--- config.mk ---
export PLATFORM = sky130hd
export DESIGN_NAME = uart_loader_ctrl
export DESIGN_NICKNAME = d
export VERILOG_FILES = /design/src/rtl/uart_loader_pkg.sv /design/src/rtl/rx_edge_detect.sv /design/src/rtl/uart_loader_ctrl.sv
export SDC_FILE = /design/constraint.sdc
export NUM_CORES = 1
export LEC_CHECK = 0
export CORE_UTILIZATION = 52
export CTS_CLUSTER_SIZE = 10
export DETAILED_ROUTE_END_ITERATION = 16
export PLACE_DENSITY = 0.76
export SKIP_LAST_GASP = 1
export SYNTH_ARGS = -nofsm -noshare
export SYNTH_HDL_FRONTEND = slang
export SYNTH_SLANG_ARGS = --single-unit
--- constraint.sdc ---
create_clock -name sys_clk -period 2 [get_ports sys_clk]
set_input_delay 0.6 -clock sys_clk [delete_from_list [all_inputs] [get_ports sys_clk]]
set_output_delay 0.6 -clock sys_clk [all_outputs]
set_load 0.1 [all_outputs]
--- src/rtl/uart_loader_pkg.sv ---
// Shared definitions for the UART program loader: FSM encoding and frame marker default.
package uart_loader_pkg;

  typedef enum logic [2:0] {
    ST_IDLE,
    ST_ADDR,
    ST_LEN,
    ST_DATA,
    ST_CSUM
  } state_t;

  localparam logic [7:0] SYNC_BYTE_DEFAULT = 8'hA5;

endpackage

--- src/rtl/rx_edge_detect.sv ---
// Turns a level-style UART done flag into a single-cycle byte-valid pulse.
module rx_edge_detect (
  input  logic clk,
  input  logic rst,
  input  logic done,
  output logic pulse
);

  logic done_q;

  always_ff @(posedge clk) begin
    if (rst) done_q <= 1'b0;
    else     done_q <= done;
  end

  assign pulse = done & ~done_q;

endmodule

--- src/rtl/uart_loader_ctrl.sv ---
// Parses SYNC/ADDR/LEN/DATA/CSUM frames from a UART and writes the payload into program memory.
module uart_loader_ctrl
  import uart_loader_pkg::*;
#(
  parameter logic [7:0]  SYNC_BYTE   = SYNC_BYTE_DEFAULT,
  parameter int unsigned TIMEOUT_CYC = 1_000_000
) (
  input  logic       sys_clk,
  input  logic       rst,
  input  logic       uart_rx_done,
  input  logic [7:0] uart_rx_data,
  output logic       mem_we,
  output logic [7:0] mem_addr,
  output logic [7:0] mem_wdata,
  output logic       cpu_hold,
  output logic       load_ok,
  output logic       load_err
);

  localparam int unsigned TMO_W = $clog2(TIMEOUT_CYC + 1);

  state_t           state, state_next;
  logic             byte_vld;
  logic             timeout;
  logic [TMO_W-1:0] tmo_cnt;
  logic [8:0]       remain;
  logic [7:0]       ptr;
  logic [7:0]       sum;
  logic             do_write, do_ok, do_err, set_hold;

  rx_edge_detect u_rx_edge (
    .clk   (sys_clk),
    .rst   (rst),
    .done  (uart_rx_done),
    .pulse (byte_vld)
  );

  // A byte arriving on the expiry cycle wins over the timeout.
  assign timeout = (state != ST_IDLE) && !byte_vld &&
                   (tmo_cnt == TMO_W'(TIMEOUT_CYC - 1));

  always_ff @(posedge sys_clk) begin
    if (rst) state <= ST_IDLE;
    else     state <= state_next;
  end

  always_comb begin
    state_next = state;
    if (timeout) begin
      state_next = ST_IDLE;
    end else if (byte_vld) begin
      case (state)
        ST_IDLE: if (uart_rx_data == SYNC_BYTE) state_next = ST_ADDR;
        ST_ADDR: state_next = ST_LEN;
        ST_LEN:  state_next = ST_DATA;
        ST_DATA: if (remain == 9'd1) state_next = ST_CSUM;
        ST_CSUM: state_next = ST_IDLE;
        default: state_next = ST_IDLE;
      endcase
    end
  end

  always_comb begin
    do_write = byte_vld && (state == ST_DATA);
    do_ok    = byte_vld && (state == ST_CSUM) && (uart_rx_data == sum);
    do_err   = timeout || (byte_vld && (state == ST_CSUM) && (uart_rx_data != sum));
    set_hold = byte_vld && (state == ST_IDLE) && (uart_rx_data == SYNC_BYTE);
  end

  always_ff @(posedge sys_clk) begin
    if (rst) begin
      mem_we    <= 1'b0;
      mem_addr  <= '0;
      mem_wdata <= '0;
      cpu_hold  <= 1'b0;
      load_ok   <= 1'b0;
      load_err  <= 1'b0;
      tmo_cnt   <= '0;
      remain    <= '0;
      ptr       <= '0;
      sum       <= '0;
    end else begin
      mem_we   <= do_write;
      load_ok  <= do_ok;
      load_err <= do_err;
      if (do_write) begin
        mem_addr  <= ptr;
        mem_wdata <= uart_rx_data;
      end
      if (set_hold)   cpu_hold <= 1'b1;
      else if (do_ok) cpu_hold <= 1'b0;
      if (state == ST_IDLE || byte_vld) tmo_cnt <= '0;
      else                              tmo_cnt <= tmo_cnt + 1'b1;
      if (byte_vld) begin
        case (state)
          ST_IDLE: sum <= '0;
          ST_ADDR: begin
            ptr <= uart_rx_data;
            sum <= uart_rx_data;
          end
          ST_LEN: begin
            remain <= (uart_rx_data == 8'h00) ? 9'd256 : {1'b0, uart_rx_data};
            sum    <= sum + uart_rx_data;
          end
          ST_DATA: begin
            remain <= remain - 9'd1;
            ptr    <= ptr + 8'd1;
            sum    <= sum + uart_rx_data;
          end
          default: ;
        endcase
      end
    end
  end

endmodule

# --- After elaboration in Yosys (flattened, before gate mapping) ---
# Index checks and enable logic that the tools add are counted.
word_totals:
  register_bits: 69
  input_bits: 11
  output_inout_bits: 20
classes:
  n_addsub: 4
  n_eq_ne: 11
  mux: 9
  bitwise_logic: 2
  n_reduce_logical: 25
op_table:
  columns: ["op", "n"]
  rows:
  - ["one-hot mux 8 bit (3 select lines)", 1]
  - ["adder 20 x 1 -> 20 bit, second input constant", 1]
  - ["== test 20 bit, second input constant", 1]
  - ["one-hot mux 9 bit (2 select lines)", 1]
  - ["one-hot mux 8 bit (2 select lines)", 1]
  - ["one-hot mux 3 bit (4 select lines)", 1]
  - ["== test 9 x 1 -> 1 bit, second input constant", 1]
  - ["2-to-1 mux 9 bit", 1]
  - ["subtractor 9 x 1 -> 9 bit, second input constant", 1]
  - ["adder 8 x 1 -> 8 bit, second input constant", 1]
  - ["adder 8 bit", 1]
  - ["== test 8 bit", 1]
  - ["== test 8 bit, second input constant", 1]
  - ["logical AND 1 bit", 8]
  - ["logical NOT 8 bit", 1]
  - ["inequality test 8 bit", 1]
  - ["== test 3 x 2 -> 1 bit, second input constant", 2]
  - ["2-to-1 mux 3 bit", 2]
  - ["AND reduction 2 bit", 3]
  - ["nonzero test 2 bit", 3]
  - ["nonzero test 3 bit", 2]
  - ["OR reduction 2 bit", 3]
  - ["== test 3 x 1 -> 1 bit, second input constant", 1]
  - ["== test 3 bit, second input constant", 1]
  - ["other kinds (9)", 11]

# --- Logic depth before layout (Yosys ltp) ---
# Gate-level depths: netlist (run 1).
depth:
  ltp_word: 6
  ltp_mapped: 6
  depth_no_buf: 6

# --- Cells and area by module ---
# From an unflattened synthesis (run 1), not the netlist that was laid out.
hier_totals:
  hier_cells: 455
  hier_area_um2: 3590.9
by_module_without_submodules:
  columns: ["mod", "instances", "cells_each", "area_each_um2", "seq_area_each_um2"]
  rows:
  - ["uart_loader_ctrl", 1, 452, 3543.4, 1361.3]
  - ["rx_edge_detect", 1, 3, 47.5, 20.0]

# --- Worst setup path after synthesis (run 1) ---
# Ideal clock, no wire load.
synth_path:
  path_type: "input-to-reg"
  from: "input uart_rx_data[0]"
  to: "register sum[4]"
  arrival_ns: 1.996
  required_time_ns: 1.941
  path_slack_ns: -0.055
  path_stages: 6
  n_path_buf: 0
  path_cell_list: "ha_1 -> fa_1 -> a21o_1 -> a31o_2 -> nor3_1 -> o221a_2"
synth_between:
  elab_chain_cells: 2
synth_lines:
  columns: ["item", "line", "text"]
  rows:
  - ["start, declared", "uart_loader_ctrl.sv:11", "input logic [7:0] uart_rx_data,"]
  - ["adder 8 bit", "uart_loader_ctrl.sv:103, uart_loader_ctrl.sv:108", null]
  - ["one-hot mux 8 bit (3 select lines)", "uart_loader_ctrl.sv:95", "case (state)"]
  - ["end signal, assigned", "uart_loader_ctrl.sv:99", "sum <= uart_rx_data;"]
  - ["end signal, assigned", "uart_loader_ctrl.sv:103", "sum <= sum + uart_rx_data;"]
  - ["end signal, assigned", "uart_loader_ctrl.sv:108", "sum <= sum + uart_rx_data;"]
  - ["end, declared", "uart_loader_ctrl.sv:28", "logic [7:0] sum;"]
# Every way passes these cells.
# A chain may end at the register's enable or synchronous reset.

# --- Final worst setup path (run 1) ---
layout_path:
  from: "input uart_rx_data[6]"
  to: "register sum[7]"
# The elaborated chain is that of the path after synthesis.

==> qor.txt, run 1 <==
Run status: finished with violations
Failing checks: design-rule violations, negative setup slack
Pins over their slew limit: 0
Worst Setup Start Kind: primary input
Pre-CTS setup slack: -0.5456 ns
Fmax: 499.7 MHz
Gpl congestion: 0.9472
Multi-input gate area: 2165 sq um
Data required, critical path: 2.24 ns
Initial cell density of the core: 0.5465
First-pass GRT wire length: 16.12 mm
Buffers on Ports: 30
Initial antenna violation count: 0
Chip width: 84.39 microns
Syn Std Cell Area: 3530 sq um
CP Data Arrival Time: 2.24 ns
Post-route ant nets: 0
Final HPWL DP: 6.619 mm
# hold bufs at CTS: 0
Sequence of cells on the critical path: clkdlybuf4s50_1 > ha_1 > a2111oi_4 > o21ai_1 > a2111o_1 > o311ai_0
DR pass1 iterations: 11
Worst Tran Pin Value: 0.5145 ns
Vias: 3637
TritonCTS Buffers: 9
Final Skew: 0.008312 ns
Fin. Hold Viols: 0
Sink Count: 69
#FFs+latches synth: 69
Worst-Skew Late Latency: 0.35 ns
Worst Hold Class: reg -> reg
Ys async rst share: 0
Reg2Reg Launch Point: tmo_cnt[0]
Clock buffer depth: 2
Peak VDD IR: 443.3 uV
Ys flop type: dfxtp_1
Max Cap Violations: 0
YS warnings: 0
Pwr Density: 596.9 nW/um^2
Syn avg cell area: 8.040 sq um
HP Start: remain[5]
Post-Route WL: 9.664 mm
Via density: 6.217
Site row count: 29
Crit path time final: 2.001 ns
Leak: 1.653 nW
Delay-heaviest family, CP: compound AO/OA/AOI/OAI gates
Routed wire per std cell: 16.52 microns
Post-Synthesis Cells: 439
Core Area: 6459 sq um
CTS tree: built
Largest net degree at the start of global routing: 42
Worst path bufs/invs: 1
Ports: 31
Hold path depth: 2
CP max-delay cell: clkdlybuf4s50_1
Layout net count: 526
Reg2Reg Capture Point: tmo_cnt[18]
Worst hold endpoint: remain[5]
Die Area: 7121 sq um
Clk pin slew, worst setup/hold paths: 0.07 ns
Seq/Total Area, Yosys: 0.3914
H-tree depth: 3
Final setup margin: -0.001039 ns
Area grow syn2layout: 35.73%
Period utilization: 1.001
Vias in the first global route: 3487
Flop2flop setup slack: 0.07 ns
Worst-path fanout max: 2
Drt first-iter violations: 277
Die H: 84.39 microns
Number of enable flip-flop cells after synthesis: 0
Util after Layout: 0.7418
Kind of critical path: in -> reg
Endpoint type of the worst setup path: flop
Count of cell types in the netlist: 55
DRC: 4
Layout cells sized above 1: 0.2244
Syn_nets: 462
# setup viols final: 1
All-Layer GR Usage: 0.2847
Seq. cell area: 1383 sq um
Slowest cell delay on critical path: 0.43 ns
Max_slew headroom: 0.6481
N_diodes: 0
RSZ-0062 raised after global routing: yes
Filler instances: 443
CTS root buf: clkbuf_8
Reg2reg path depth: 5
Total grt overflow: 0
## flip-flops by register name (all words and copies together) (netlist names)
name and count:
mem_addr 8, load_err 1, u_rx_edge.done_q 1, load_ok 1, sum 8, mem_we 1
state 3, tmo_cnt 20, mem_wdata 8, ptr 8, cpu_hold 1, remain 9
## metal layers
metal / global-route usage / wire [microns] / up-vias
li1: - / - / 1738
met1: 0.3278 / 3834 / 1702
met2: 0.5000 / 4778 / 162
met3: 0.06785 / 705 / 35
met4: 0.1341 / 346 / 0
met5: 0 / 0 / -
## area by class of cell
class,count,area share
clock buffer,11,0.03160
sequential,69,0.2886
inverter,9,0.007051
clock inverter,5,0.01227
multi-input combinational,337,0.4518
tap,77,0.02011
timing repair buffer,77,0.1886
## cell families after synthesis
group,synth area share
simple gates,0.2680
compound gates,0.2272
xor+xnor,0.02730
flops,0.3913
fa+ha+maj,0.04466
buf+inv,0.03545
mux,0.006026
## through the flow
step / power (W) / TNS (ns) / instances / instance area, sq um / hold WS [ns]
floorplan: 0.001547 / 0 / 439 / 3545 / 0.4411
global placement: 0.001657 / -9.444 / 568 / 4446 / 0.4600
finish: 0.002860 / -0.001039 / 585 / 4791 / 0.4781
CTS: 0.002856 / -0.03279 / 585 / 4718 / 0.4803
global route: 0.002961 / -0.08712 / 585 / 4791 / 0.5082
detailed placement: 0.001661 / -11.74 / 568 / 4446 / 0.4701
## cell usage in the layout, fill, tap and decap left out, types with 3 or more instances in the layout
| cell | n |
|---|---|
| nor2_1 | 26 |
| xnor2_1 | 9 |
| a211oi_2 | 4 |
| a31oi_1 | 8 |
| dlygate4sd2_1 | 5 |
| a21oi_1 | 41 |
| nand2b_1 | 11 |
| dfxtp_1 | 68 |
| nand3_1 | 14 |
| nor4_1 | 4 |
| clkdlybuf4s50_1 | 4 |
| and3_1 | 3 |
| nor3b_1 | 5 |
| o21a_1 | 5 |
| buf_4 | 42 |
| ha_1 | 6 |
| ha_4 | 3 |
| o31a_1 | 3 |
| a211oi_1 | 6 |
| o31ai_1 | 6 |
| or4_4 | 4 |
| nor3_1 | 15 |
| inv_1 | 9 |
| o21ai_0 | 25 |
| buf_12 | 24 |
| nand2_1 | 61 |
| or4_1 | 4 |
| or3_1 | 9 |
| o211ai_1 | 3 |
| nand4_1 | 3 |
| and2_1 | 9 |
| clkbuf_8 | 11 |
| nor2b_1 | 5 |
## worst register-to-register path, cell delays in order, from the launching register on
cell	delay (ns)
dfxtp_1	0.35
ha_2	0.19
nand2_1	0.10
or4_4	0.54
or4_4	0.54
a21oi_2	0.14
## worst max path at each step
stage | from | endpoint | slack [ns] | cells past startpoint
floorplan | tmo_cnt[0] | tmo_cnt[18] | 0.002 | 6
global placement | uart_rx_data[4] | sum[7] | -0.52 | 6
detailed placement | uart_rx_data[4] | sum[7] | -0.55 | 6
CTS | uart_rx_data[2] | sum[6] | -0.03 | 6
global route | uart_rx_data[6] | sum[7] | -0.07 | 6
finish | uart_rx_data[6] | sum[7] | -0.001 | 6
## power by group
group          internal [W]  switching [W]  total, W
Combinational      0.000133       0.000141  0.000274
Clock              0.000643       0.000547   0.00119
Sequential          0.00138      0.0000110   0.00139
## Yosys cell counts, types with 3 or more instances
master	number	share of area
nor2_1	26	0.028
nor3b_1	5	0.011
xnor2_1	9	0.022
nor3_1	16	0.023
nand2_1	61	0.065
o31ai_1	6	0.013
o21a_1	5	0.011
nand4_1	3	0.0053
and2_1	9	0.016
nand2b_1	11	0.019
a211oi_1	10	0.021
clkbuf_1	23	0.024
ha_1	11	0.039
nor2b_1	5	0.0089
nand3_1	15	0.021
inv_1	9	0.0096
nor4_1	5	0.0089
a31oi_1	8	0.014
o211ai_1	3	0.0064
o21ai_0	27	0.038
dfxtp_1	69	0.39
o31a_1	3	0.0074
or3_1	9	0.016
and3_1	3	0.0053
or4_1	8	0.017
a21oi_1	42	0.060
## repair_timing
| action | in CTS | in global routing |
|---|---|---|
| endpoints found under the hold margin | 0 | 0 |
| buffers inserted | 1 | 0 |
| pin swaps | 4 | 7 |
| resized for setup | 16 | 16 |
| endpoints found under the setup margin | 8 | 11 |
(Power assumes the default switching activity.)
==> inputs of run 2 (changes only) <==
--- a/config.mk
+++ b/config.mk
@@ -8,7 +8,9 @@
 export CORE_UTILIZATION = 52
 export CTS_CLUSTER_SIZE = 10
 export DETAILED_ROUTE_END_ITERATION = 16
+export HOLD_SLACK_MARGIN = 0.15
 export PLACE_DENSITY = 0.76
+export REMOVE_ABC_BUFFERS = 1
 export SKIP_LAST_GASP = 1
 export SYNTH_ARGS = -nofsm -noshare
 export SYNTH_HDL_FRONTEND = slang
==> run 2 against run 1 <==
The flow finishes with violations (design-rule violations). Largest power group unchanged. Flip-flop and latch count stayed put. Critical path depth unchanged. Register-to-register slack about the same. Maximum frequency grew 0.85%. Via count rose by 1.5%. Highest routed layer unchanged. Utilization up 0.93 points. Clock skew rose by 0.0013 ns. Final area up 1.3%. Sequential power is essentially flat.
==> qor.txt, run 2 (same netlist as run 1, synthesis figures left out) <==
Design area: 4851 sq um
Worst Hold Class: reg -> reg
Total grt overflow: 0
Vias: 3692
DRC: 4
Worst-path fanout max: 2
Met2 routed WL: 4.772 mm
Cells after DPL: 585
Post-Route WL: 9.857 mm
Initial antenna violation count: 0
Post-route ant nets: 0
Crit path time final: 1.984 ns
Sequence of cells on the critical path: clkdlybuf4s50_1 > buf_4 > or4_1 > o21a_1 > a31o_1 > a211oi_1
Leak: 1.744 nW
CP Data Arrival Time: 2.25 ns
H-tree depth: 3
Largest net degree at the start of global routing: 31
Slowest cell delay on critical path: 0.45 ns
Clock buffer depth: 2
Kind of critical path: in -> reg
Run status: finished with violations
Sink Count: 69
Biggest register: tmo_cnt
Period utilization: 0.9921
Util after Layout: 0.7511
Pre-CTS setup slack: -0.5658 ns
Commonest non-fill, non-tap cells in the layout: dfxtp_1, nand2_1, buf_4, a21oi_1, nor2_1
Pins over their slew limit: 0
TritonCTS Buffers: 9
CP max-delay cell: clkdlybuf4s50_1
Die Area: 7121 sq um
Met1 Routed Length: 4.176 mm
N_diodes: 0
Final setup margin: 0.01575 ns
Routed wire per std cell: 16.43 microns
Fmax: 504.0 MHz
# setup viols final: 0
Uppermost layer routed: met4
First-pass GRT wire length: 16.64 mm
CTS root buf: clkbuf_8
Worst Setup Start Kind: primary input
Worst-Skew Late Latency: 0.35 ns
Gpl congestion: 0.9654
Data required, critical path: 2.27 ns
Area after DPL: 4558 sq um
Die H: 84.39 microns
Endpoint type of the worst setup path: flop
Setup Buffers After CTS: 0
DR pass1 iterations: 11
CTS tree: built
Wire length on met3: 674 microns
Ports: 31
Initial cell density of the core: 0.5465
Site row count: 29
Via density: 6.153
Total Neg Setup Slack: 0 ns
Max_slew headroom: 0.7130
Biggest regs: tmo_cnt: 20 flops, remain: 9 flops
Max FFs per register: 20
Vias in the first global route: 3529
Failing checks: design-rule violations
Area grow syn2layout: 37.43%
Buffers on Ports: 30
Chip width: 84.39 microns
Clk pin slew, worst setup/hold paths: 0.08 ns
Layout net count: 542
Max Cap Violations: 0
Final HPWL DP: 7.099 mm
Peak VDD IR: 466.8 uV
Non-filler cells, final: 600
Worst Tran Pin Value: 0.4299 ns
All-Layer GR Usage: 0.2979
Layout cells sized above 1: 0.2256
Fin. Hold Viols: 0
Pwr Density: 630.5 nW/um^2
Core Area: 6459 sq um
Final Skew: 0.009610 ns
Commonest non-fill, non-tap cell in the layout: dfxtp_1
Drt first-iter violations: 329
run 2: cell count changes in the layout (fill, tap and decap cells not counted), sizes merged:
cell          delta
buf             +16
bufinv           +2
clkbuf           -2
dlygate4sd2      -2
dlymetal6s2s     +2
clkinv           -1
clkinvlp         -1
inv              +1
run 2: report_power, final:
part           switching [W]  internal [W]
sequential        0.00000953       0.00138
clock               0.000557      0.000823
combinational       0.000142      0.000143
total               0.000709       0.00235
run 2: final timing paths:
check                       start          end  slack (ns)  depth (start not counted)
setup reg to reg       tmo_cnt[0]  tmo_cnt[14]        0.07                          6
setup / recovery  uart_rx_data[6]    remain[8]        0.02                          6
hold reg to reg         remain[2]    remain[2]        0.48                          2
hold / removal          remain[2]    remain[2]        0.48                          2
run 2: critical path: cells and delay by family:
kind / cells / cell delay [ns]
buffers and inverters: 2 / 0.61
AOI/OAI and AO/OA: 3 / 0.60
and+or+nand+nor: 1 / 0.44
run 2: through the flow:
| step | power, W | hold slack [ns] |
|---|---|---|
| floorplan | 0.001530 | 0.4371 |
| global placement | 0.001679 | 0.4554 |
| detailed placement | 0.001688 | 0.4756 |
| CTS | 0.003055 | 0.4860 |
| global route | 0.003172 | 0.5058 |
| finish | 0.003058 | 0.4838 |
run 2: cell type report:
class,count,area (sq um)
clock buffers,9,123.9
clock inverters,6,111.4
fillers,458,1608
inverters,9,33.78
multi-input cells,337,2077
flip-flops and latches,69,1381
well taps,77,96.34
repair buffers,93,1027
run 2: repair_timing:
action                     in CTS  in global routing
resized for setup              12                  9
cloned                          0                  0
hold buffers                    0                  0
setup endpoints to repair       8                 10
pin swaps                       3                  0
run 2: layer usage:
layer | GRT usage | vias to the layer above
li1 | - | 1769
met1 | 0.3734 | 1720
met2 | 0.5022 | 173
met3 | 0.05900 | 30
met4 | 0.1263 | 0
met5 | 0 | -
